File: src/rtl/msu_sd_pkg.sv
// Shared types and constants for the MSU SD sector server.
package msu_sd_pkg;

  localparam int unsigned LBA_W        = 21;
  localparam int unsigned SECTOR_WORDS = 256;
  localparam int unsigned SECTOR_BYTES = 512;
  localparam int unsigned WORD_IDX_W   = 8;
  localparam int unsigned MEM_AW       = LBA_W + WORD_IDX_W;

  typedef enum logic [2:0] {
    StIdle,
    StWait,
    StFetch,
    StWrite,
    StGap,
    StDone
  } state_e;

  // ceil(size/512)-1 without widening past 32 bits; wraps to all-ones for size 0.
  function automatic logic [31:0] last_sector(input logic [31:0] size);
    return (size >> 9) + 32'(size[8:0] != 9'd0) - 32'd1;
  endfunction

endpackage

File: src/rtl/msu_sd_tail_mask.sv
// Decides whether a sector word, and its upper byte, lie inside the mounted image.
module msu_sd_tail_mask
  import msu_sd_pkg::*;
(
  input  logic [LBA_W-1:0]      i_lba,
  input  logic [WORD_IDX_W-1:0] i_w,
  input  logic [31:0]           i_size,
  input  logic                  i_oob,
  output logic                  o_word_valid,
  output logic                  o_hi_byte_valid
);

  logic [32:0] w_byte_lo;
  logic [32:0] w_byte_hi;
  logic [32:0] w_size;

  assign w_byte_lo = {3'b000, i_lba, i_w, 1'b0};
  assign w_byte_hi = {3'b000, i_lba, i_w, 1'b1};
  assign w_size    = {1'b0, i_size};

  assign o_word_valid    = !i_oob && (w_byte_lo < w_size);
  assign o_hi_byte_valid = o_word_valid && (w_byte_hi < w_size);

endmodule

File: src/rtl/msu_sd_sector_server.sv
// Serves sd_rd sector requests from a word-wide image store, clipped to the image size.
module msu_sd_sector_server
  import msu_sd_pkg::*;
#(
  parameter int unsigned ACK_DELAY    = 4,
  parameter int unsigned WORD_GAP     = 0,
  parameter int unsigned SECTOR_WORDS = 256
) (
  input  logic                  clk,
  input  logic                  reset,
  input  logic                  i_sd_rd,
  input  logic [LBA_W-1:0]      i_sd_lba,
  input  logic [31:0]           i_img_size,
  input  logic                  i_img_mounted,
  output logic                  o_sd_ack,
  output logic                  o_sd_buff_wr,
  output logic [WORD_IDX_W-1:0] o_sd_buff_addr,
  output logic [15:0]           o_sd_buff_dout,
  output logic                  o_mem_req,
  output logic [MEM_AW-1:0]     o_mem_addr,
  input  logic                  i_mem_ack,
  input  logic [15:0]           i_mem_rdata,
  output logic                  o_err_oob,
  output logic                  o_busy,
  output logic [15:0]           o_sectors_served
);

  state_e                r_state;
  state_e                w_state_d;
  logic [LBA_W-1:0]      r_lba;
  logic [31:0]           r_size;
  logic                  r_oob;
  logic [WORD_IDX_W-1:0] r_w;
  logic [15:0]           r_cnt;
  logic [15:0]           r_data;
  logic                  r_err;
  logic [15:0]           r_served;

  logic w_word_valid;
  logic w_hi_valid;
  logic w_oob_in;
  logic w_last;

  assign w_oob_in = !i_img_mounted || (i_img_size == 32'd0) ||
                    ({11'd0, i_sd_lba} > last_sector(i_img_size));
  assign w_last   = (r_w == WORD_IDX_W'(SECTOR_WORDS - 1));

  msu_sd_tail_mask u_tail_mask (
    .i_lba           (r_lba),
    .i_w             (r_w),
    .i_size          (r_size),
    .i_oob           (r_oob),
    .o_word_valid    (w_word_valid),
    .o_hi_byte_valid (w_hi_valid)
  );

  always_ff @(posedge clk) begin
    if (reset) r_state <= StIdle;
    else       r_state <= w_state_d;
  end

  always_comb begin
    w_state_d = r_state;
    unique case (r_state)
      StIdle:  if (i_sd_rd) w_state_d = (ACK_DELAY == 0) ? StFetch : StWait;
      StWait:  if (r_cnt <= 16'd1) w_state_d = StFetch;
      StFetch: if (!w_word_valid || i_mem_ack) w_state_d = StWrite;
      StWrite: begin
        if (WORD_GAP != 0) w_state_d = StGap;
        else               w_state_d = w_last ? StDone : StFetch;
      end
      StGap:   if (r_cnt <= 16'd1) w_state_d = w_last ? StDone : StFetch;
      StDone:  w_state_d = StIdle;
      default: w_state_d = StIdle;
    endcase
  end

  always_ff @(posedge clk) begin
    if (reset) begin
      r_lba    <= '0;
      r_size   <= '0;
      r_oob    <= 1'b0;
      r_w      <= '0;
      r_cnt    <= '0;
      r_data   <= '0;
      r_err    <= 1'b0;
      r_served <= '0;
    end else begin
      r_err <= 1'b0;
      unique case (r_state)
        StIdle: begin
          if (i_sd_rd) begin
            r_lba  <= i_sd_lba;
            r_size <= i_img_size;
            r_oob  <= w_oob_in;
            r_w    <= '0;
            r_cnt  <= 16'(ACK_DELAY);
            if (ACK_DELAY == 0) r_err <= w_oob_in;
          end
        end
        StWait: begin
          r_cnt <= r_cnt - 16'd1;
          // err_oob coincides with the first cycle of sd_ack
          if (r_cnt <= 16'd1) r_err <= r_oob;
        end
        StFetch: begin
          if (!w_word_valid) r_data <= '0;
          else if (i_mem_ack) r_data <= {w_hi_valid ? i_mem_rdata[15:8] : 8'h00, i_mem_rdata[7:0]};
        end
        StWrite: begin
          if (WORD_GAP != 0) r_cnt <= 16'(WORD_GAP);
          else               r_w   <= r_w + 1'b1;
        end
        StGap: begin
          r_cnt <= r_cnt - 16'd1;
          if (r_cnt <= 16'd1) r_w <= r_w + 1'b1;
        end
        StDone:  r_served <= r_served + 16'd1;
        default: ;
      endcase
    end
  end

  assign o_sd_ack         = (r_state == StFetch) || (r_state == StWrite) || (r_state == StGap);
  assign o_sd_buff_wr     = (r_state == StWrite);
  assign o_sd_buff_addr   = r_w;
  assign o_sd_buff_dout   = r_data;
  assign o_mem_req        = (r_state == StFetch) && w_word_valid;
  assign o_mem_addr       = {r_lba, r_w};
  assign o_err_oob        = r_err;
  assign o_busy           = (r_state != StIdle);
  assign o_sectors_served = r_served;

endmodule
File: config.mk
export PLATFORM = sky130hd
export DESIGN_NAME = msu_sd_sector_server
export DESIGN_NICKNAME = d
export VERILOG_FILES = /design/src/rtl/msu_sd_pkg.sv /design/src/rtl/msu_sd_tail_mask.sv /design/src/rtl/msu_sd_sector_server.sv
export SDC_FILE = /design/constraint.sdc
export NUM_CORES = 1
export LEC_CHECK = 0
export ABC_AREA = 1
export BUFFER_PORTS_ARGS = -buffer_cell sky130_fd_sc_hd__buf_4
export CAP_MARGIN = 0
export CORE_MARGIN = 2
export CORE_UTILIZATION = 36
export DETAILED_ROUTE_END_ITERATION = 8
export GPL_ROUTABILITY_DRIVEN = 0
export HOLD_SLACK_MARGIN = 0.05
export SKIP_LAST_GASP = 1
export SLEW_MARGIN = 5
export SYNTH_ARGS = -nofsm -noshare
export SYNTH_HDL_FRONTEND = slang
export SYNTH_SLANG_ARGS = --single-unit
export TNS_END_PERCENT = 50
File: constraint.sdc
create_clock -name clk -period 3.7 [get_ports clk]
set_input_delay 0.185 -clock clk [delete_from_list [all_inputs] [get_ports clk]]
set_output_delay 0.185 -clock clk [all_outputs]
set_load 0.03 [all_outputs]
# [Yosys cells after proc, flatten, opt, wreduce, memory -nomap -nowiden]
# Index checks and enable logic that the tools add are counted.
[classes] addsub=5 order_cmp=4 n_eq_ne=11 mux=14 n_bitwise=2 n_reduce_logical=24
[op_table] cell="< comparator 30 x 32 -> 1 bit" count=2
[op_table] cell="2-to-1 mux 16 bit" count=3
[op_table] cell="> comparator 21 x 32 -> 1 bit" count=1
[op_table] cell="logical NOT 32 bit" count=1
[op_table] cell="case mux 16 bit (2 select lines)" count=1
[op_table] cell="subtractor 24 x 1 -> 25 bit (second input constant)" count=1
[op_table] cell="adder 23 x 1 -> 24 bit" count=1
[op_table] cell="2-to-1 mux 8 bit" count=3
[op_table] cell="case mux 8 bit (3 select lines)" count=1
[op_table] cell="adder 16 x 1 -> 16 bit (second input constant)" count=1
[op_table] cell="less-or-equal comparator 16 x 1 -> 1 bit (second input constant)" count=1
[op_table] cell="subtractor 16 x 1 -> 16 bit (second input constant)" count=1
[op_table] cell="2-to-1 mux 3 bit" count=5
[op_table] cell="case mux 3 bit (5 select lines)" count=1
[op_table] cell="!= test 2 bit (second input constant)" count=5
[op_table] cell="nonzero test 9 bit" count=1
[op_table] cell="adder 8 x 1 -> 8 bit (second input constant)" count=1
[op_table] cell="== test 8 bit (second input constant)" count=1
[op_table] cell="== test 3 x 2 -> 1 bit (second input constant)" count=2
[op_table] cell="== test 3 bit (second input constant)" count=2
[op_table] cell="AND reduction 2 bit" count=3
[op_table] cell="nonzero test 3 bit" count=2
[op_table] cell="logical OR 1 bit" count=5
[op_table] cell="AND reduction 4 bit" count=1
[op_table] cell="other kinds (9)" count=14
[totals] regBits=114 inputBits=74 out_inout_bits=74 word_cells=69

# [Logic depth before layout (Yosys ltp)]
[logic_depth] ltp_word=6 mapped_depth=21

# [Hierarchy]
# A second synthesis with hierarchy kept.
[hier_totals] cells_unflattened=956 hier_area_um2=6834.1
[modules_own_cells] mod="msu_sd_sector_server" instances=1 cells_per_inst=817 area_per_inst_um2=5988.2 seq_area_each_um2=2282.2
[modules_own_cells] mod="msu_sd_tail_mask" instances=1 cells_per_inst=139 area_per_inst_um2=845.8 seq_area_each_um2=0.0

# [Least setup slack after synthesis]
# OpenSTA, ideal clock, no wires.
[synth_timing] path_kind="input port to flip-flop" from="input i_img_size[6]" to="register r_oob" setup_time_ns=0.119 arrival_ns=2.674 t_required_ns=3.581 slack_ns=0.907 stages=21 path_buffers=0 path_cell_list="nor2_1 nand2_1 nor3_1 ha_1 ha_1 inv_1 nor3_2 nand2_1 nor2_1 nand3_1 nor2_1 nand2_1 xor2_1 ha_1 nand3_1 nor3_1 nand3_1 o21ai_0 nor3_1 nand2_1 a21oi_1"
[synth_via] elab_chain_len=5 elab_cells_between_ends=7 classes_between="add/sub: 2; order compare: 1; reduce/logical: 4"
[synth_rtl] element="start: declaration" line_no="msu_sd_sector_server.sv:13" rtl="input logic [31:0] i_img_size,"
[synth_rtl] element="nonzero test 9 bit" line_no="msu_sd_pkg.sv:21" rtl="return (size >> 9) + 32'(size[8:0] != 9'd0) - 32'd1;"
[synth_rtl] element="adder 23 x 1 -> 24 bit" line_no="msu_sd_pkg.sv:21"
[synth_rtl] element="subtractor 24 x 1 -> 25 bit" line_no="msu_sd_pkg.sv:21"
[synth_rtl] element="> comparator 21 x 32 -> 1 bit" line_no="msu_sd_sector_server.sv:45" rtl="({11'd0, i_sd_lba} > last_sector(i_img_size));"
[synth_rtl] element="logical OR 1 bit (*)" line_no="msu_sd_sector_server.sv:44" rtl="assign w_oob_in = !i_img_mounted || (i_img_size == 32'd0) ||"
[synth_rtl] element="end signal: assignment" line_no="msu_sd_sector_server.sv:95" rtl="r_oob <= w_oob_in;"
[synth_rtl] element="end: declaration" line_no="msu_sd_sector_server.sv:32" rtl="logic r_oob;"
# Mark *: on every way between the ends. The rest lies on a longest branch, timed or not.
# A chain may end at the register's enable or synchronous reset.

# [Worst setup path in the final report]
[layout_timing] from="register r_size[23]" to="output o_mem_req"
[layout_via] elab_chain_len=3
[layout_rtl] element="start: declaration" line_no="msu_sd_sector_server.sv:31" rtl="logic [31:0] r_size;"
[layout_rtl] element="start signal: assignment" line_no="msu_sd_sector_server.sv:94" rtl="r_size <= i_img_size;"
[layout_rtl] element="< comparator 30 x 32 -> 1 bit" line_no="msu_sd_tail_mask.sv:21" rtl="assign o_word_valid = !i_oob && (w_byte_lo < w_size);"
[layout_rtl] element="logical AND 1 bit" line_no="msu_sd_tail_mask.sv:21"
[layout_rtl] element="logical AND 1 bit" line_no="msu_sd_sector_server.sv:128" rtl="assign o_mem_req = (r_state == StFetch) && w_word_valid;"
[layout_rtl] element="end: declaration" line_no="msu_sd_sector_server.sv:19" rtl="output logic o_mem_req,"
# Every way passes these cells.

==> flow_summary.ini <==
[status]
outcome = complete, no violations

[global_routing]
grt_pass1_vias = 6094
track_usage = 0.1865
antenna_found_initial = 0
grt_overflow_total = 0
grt_pass1_wl_mm = 29.87
grt_max_degree = 70

[final_layout]
fin_util = 0.4758
final_common_cell = buf_4
nNetsFinal = 1238
area_growth_syn_to_layout_pct = 30.40
nFillCells = 1862
final_layout_size_suffix_gt1_frac = 0.2004
layout_common_cells = buf_4, nor2_1, nand2_1, inv_1, dfxtp_1
fin_area_sq_um = 8840
antenna_cells = 0

[timing]
finalSetupViolations = 0
max-slew-margin-rel = 0.4786
fin_setup_tns_ns = 0
fin_worst_skew_ns = 0.008193
timing.final.hold_violations = 0
min_period_over_period = 0.7864
slew_viol_final = 0
period_minus_slack_ns = 2.910
rsz0062_at_grt = no
max_freq_mhz = 343.7
worst_pin_slew_ns = 0.7812

[die]
placementRows = 50
start_util = 0.3648
core_region_area_sq_um = 18580
ioPinCount = 148
fp.dieH_um = 141.2
fp.dieArea_sq_um = 19940
die_w_um = 141.2

[logic_synthesis]
avgSynthCellArea_sq_um = 7.158
synth.area.top_cells = dfxtp_1, ha_1, a21oi_1, nor2_1, nand2_1
yosysSeqAreaShare = 0.3367
synth_top_area_share = 0.3367
synthFlopType = dfxtp_1
ys_async_sr_fraction = 0
synth_cells = 947
ys_seq_elements = 114
synth_edf_count = 0
synth_cell_types = 42
syn_area_sq_um = 6779
synth.net_count = 1078
synth_largest_area_cell = dfxtp_1
yosysWarnings = 0

[power_and_ir_drop]
p_leak_uw = 0.004033
powerDensity_nw_per_um2 = 701.2
ir_worst_vdd_mv = 0.3531

[critical_path]
crit_type = flip-flop to primary output
critPathLaunchType = flip-flop
required_ns = 3.51
crit_arrival_ns = 2.72
crit_fanout = 11
end_kind = primary output

[detailed_routing]
dr.pass1.iters = 5
antenna_left = 0
drc = 0
avgViaCountPerCell = 4.857
routed_wl_mm = 18.29
detail_route.wl_per_cell_um = 13.53
num_vias = 6567
dr.first_iter.drc_count = 278

[placed_design]
hpwl_mm = 13.68
place_area_sq_um = 8018
io_buffers = 147

[clock_network]
clkSinkCount = 114
root_buffer = clkbuf_16
cts_tree = done
postCtsSetupBuffers = 0
path_clk_slew_ns = 0.05
h-tree-depth = 4
numCtsBuffers = 17
clock_latency_ns = 0.41
cts_buffer_depth = 2

[hold_path]
holdCritPathClass = primary input to flip-flop

[job]
max_cap_viol_count = 0
## through the flow
step / setup WS, ns / hold WS (ns) / instances / power (uW)
6_report: 0.7904 / 0.06407 / 1352 / 6199
5_1_grt: 0.4591 / 0.05828 / 1352 / 6720
4_1_cts: 0.7711 / 0.05027 / 1352 / 6281
3_5_place_dp: 0.4223 / 0.4298 / 1296 / 4637
3_3_place_gp: 0.4431 / 0.4247 / 1296 / 4598
2_1_floorplan: 0.9066 / 0.3199 / 947 / 3911
## sequential cells by signal, indices dropped and copies added, names as in the netlist
signal,cells
o_err_oob,1
r_state,3
o_sd_buff_addr,8
r_oob,1
r_cnt,16
o_sectors_served,16
o_sd_buff_dout,16
r_size,32
r_lba,21
## routing by layer
| metal | vias up | track usage | share of wire |
|---|---|---|---|
| met5 | - | 0 | 0 |
| met4 | 0 | 0.04105 | 0.0056 |
| met1 | 3004 | 0.2464 | 0.48 |
| met2 | 125 | 0.3114 | 0.47 |
| met3 | 10 | 0.04212 | 0.048 |
| li1 | 3428 | - | - |
## synthesized netlist by cell type (2+ instances only)
| cell type | n |
|---|---|
| a211oi_1 | 2 |
| a21o_1 | 3 |
| a21oi_1 | 104 |
| and3_1 | 2 |
| buf_2 | 3 |
| buf_4 | 11 |
| clkbuf_1 | 20 |
| dfxtp_1 | 114 |
| ha_1 | 57 |
| inv_1 | 116 |
| inv_2 | 7 |
| nand2_1 | 131 |
| nand2_2 | 8 |
| nand2_4 | 3 |
| nand3_1 | 32 |
| nand3_4 | 2 |
| nand4_1 | 26 |
| nor2_1 | 136 |
| nor2_2 | 9 |
| nor2_4 | 6 |
| nor2_8 | 5 |
| nor3_1 | 22 |
| nor3_2 | 3 |
| nor3b_1 | 2 |
| nor4_1 | 2 |
| o21a_1 | 3 |
| o21ai_0 | 69 |
| o21ai_1 | 14 |
| xnor2_1 | 6 |
| xor2_1 | 17 |
## worst max-delay path: stages, from the launching register on
cell	delay (ns)
dfxtp_1	0.30
inv_1	0.05
ha_1	0.29
a21o_1	0.19
nor2_1	0.17
nand2_1	0.09
a21oi_2	0.50
and2_1	0.41
inv_2	0.04
nor2_1	0.10
buf_4	0.17
## timing repair
action | in CTS | in global routing
hold buffers | 26 | 0
gates resized for setup | 0 | 0
endpoints found under the hold margin | 26 | 0
## report_power, final
part           internal (uW)  switching [uW]
sequential              1530             226
clock                   1030             550
combinational           1000            1860
total                   3560            2630
## worst paths after layout
check / startpoint / endpoint / slack (ns) / cells past startpoint
worst max-delay path: r_size[23] / o_mem_req / 0.79 / 10
worst min-delay path: i_mem_rdata[0] / o_sd_buff_dout[0] / 0.06 / 3
worst max register to register: r_size[23] / o_sd_buff_dout[14] / 1.33 / 11
worst min register to register: r_size[25] / r_size[25] / 0.45 / 2
## cell families (layout without fill, tap and decap cells)
group / after synthesis / after routing / share of synthesized area
buffers and inverters: 160 / 331 / 0.09634
adder cells (fa/ha/maj): 57 / 57 / 0.1052
XOR/XNOR: 23 / 23 / 0.02972
AO/OA/AOI/OAI: 199 / 199 / 0.1513
AND/OR/NAND/NOR: 394 / 394 / 0.2807
flip-flops: 114 / 114 / 0.3367
## cell type report
| cell class | instances | area, sq um | share of cell area |
|---|---|---|---|
| tap | 234 | 292.8 | 0.03312 |
| multi-input combinational | 673 | 3844 | 0.4348 |
| inverter | 124 | 465.4 | 0.05265 |
| timing repair buffer | 177 | 1394 | 0.1577 |
| sequential | 114 | 2282 | 0.2582 |
| clock inverter | 6 | 80.08 | 0.009059 |
| clock buffer | 24 | 481.7 | 0.05449 |
Power figures use the tool's default switching activity.
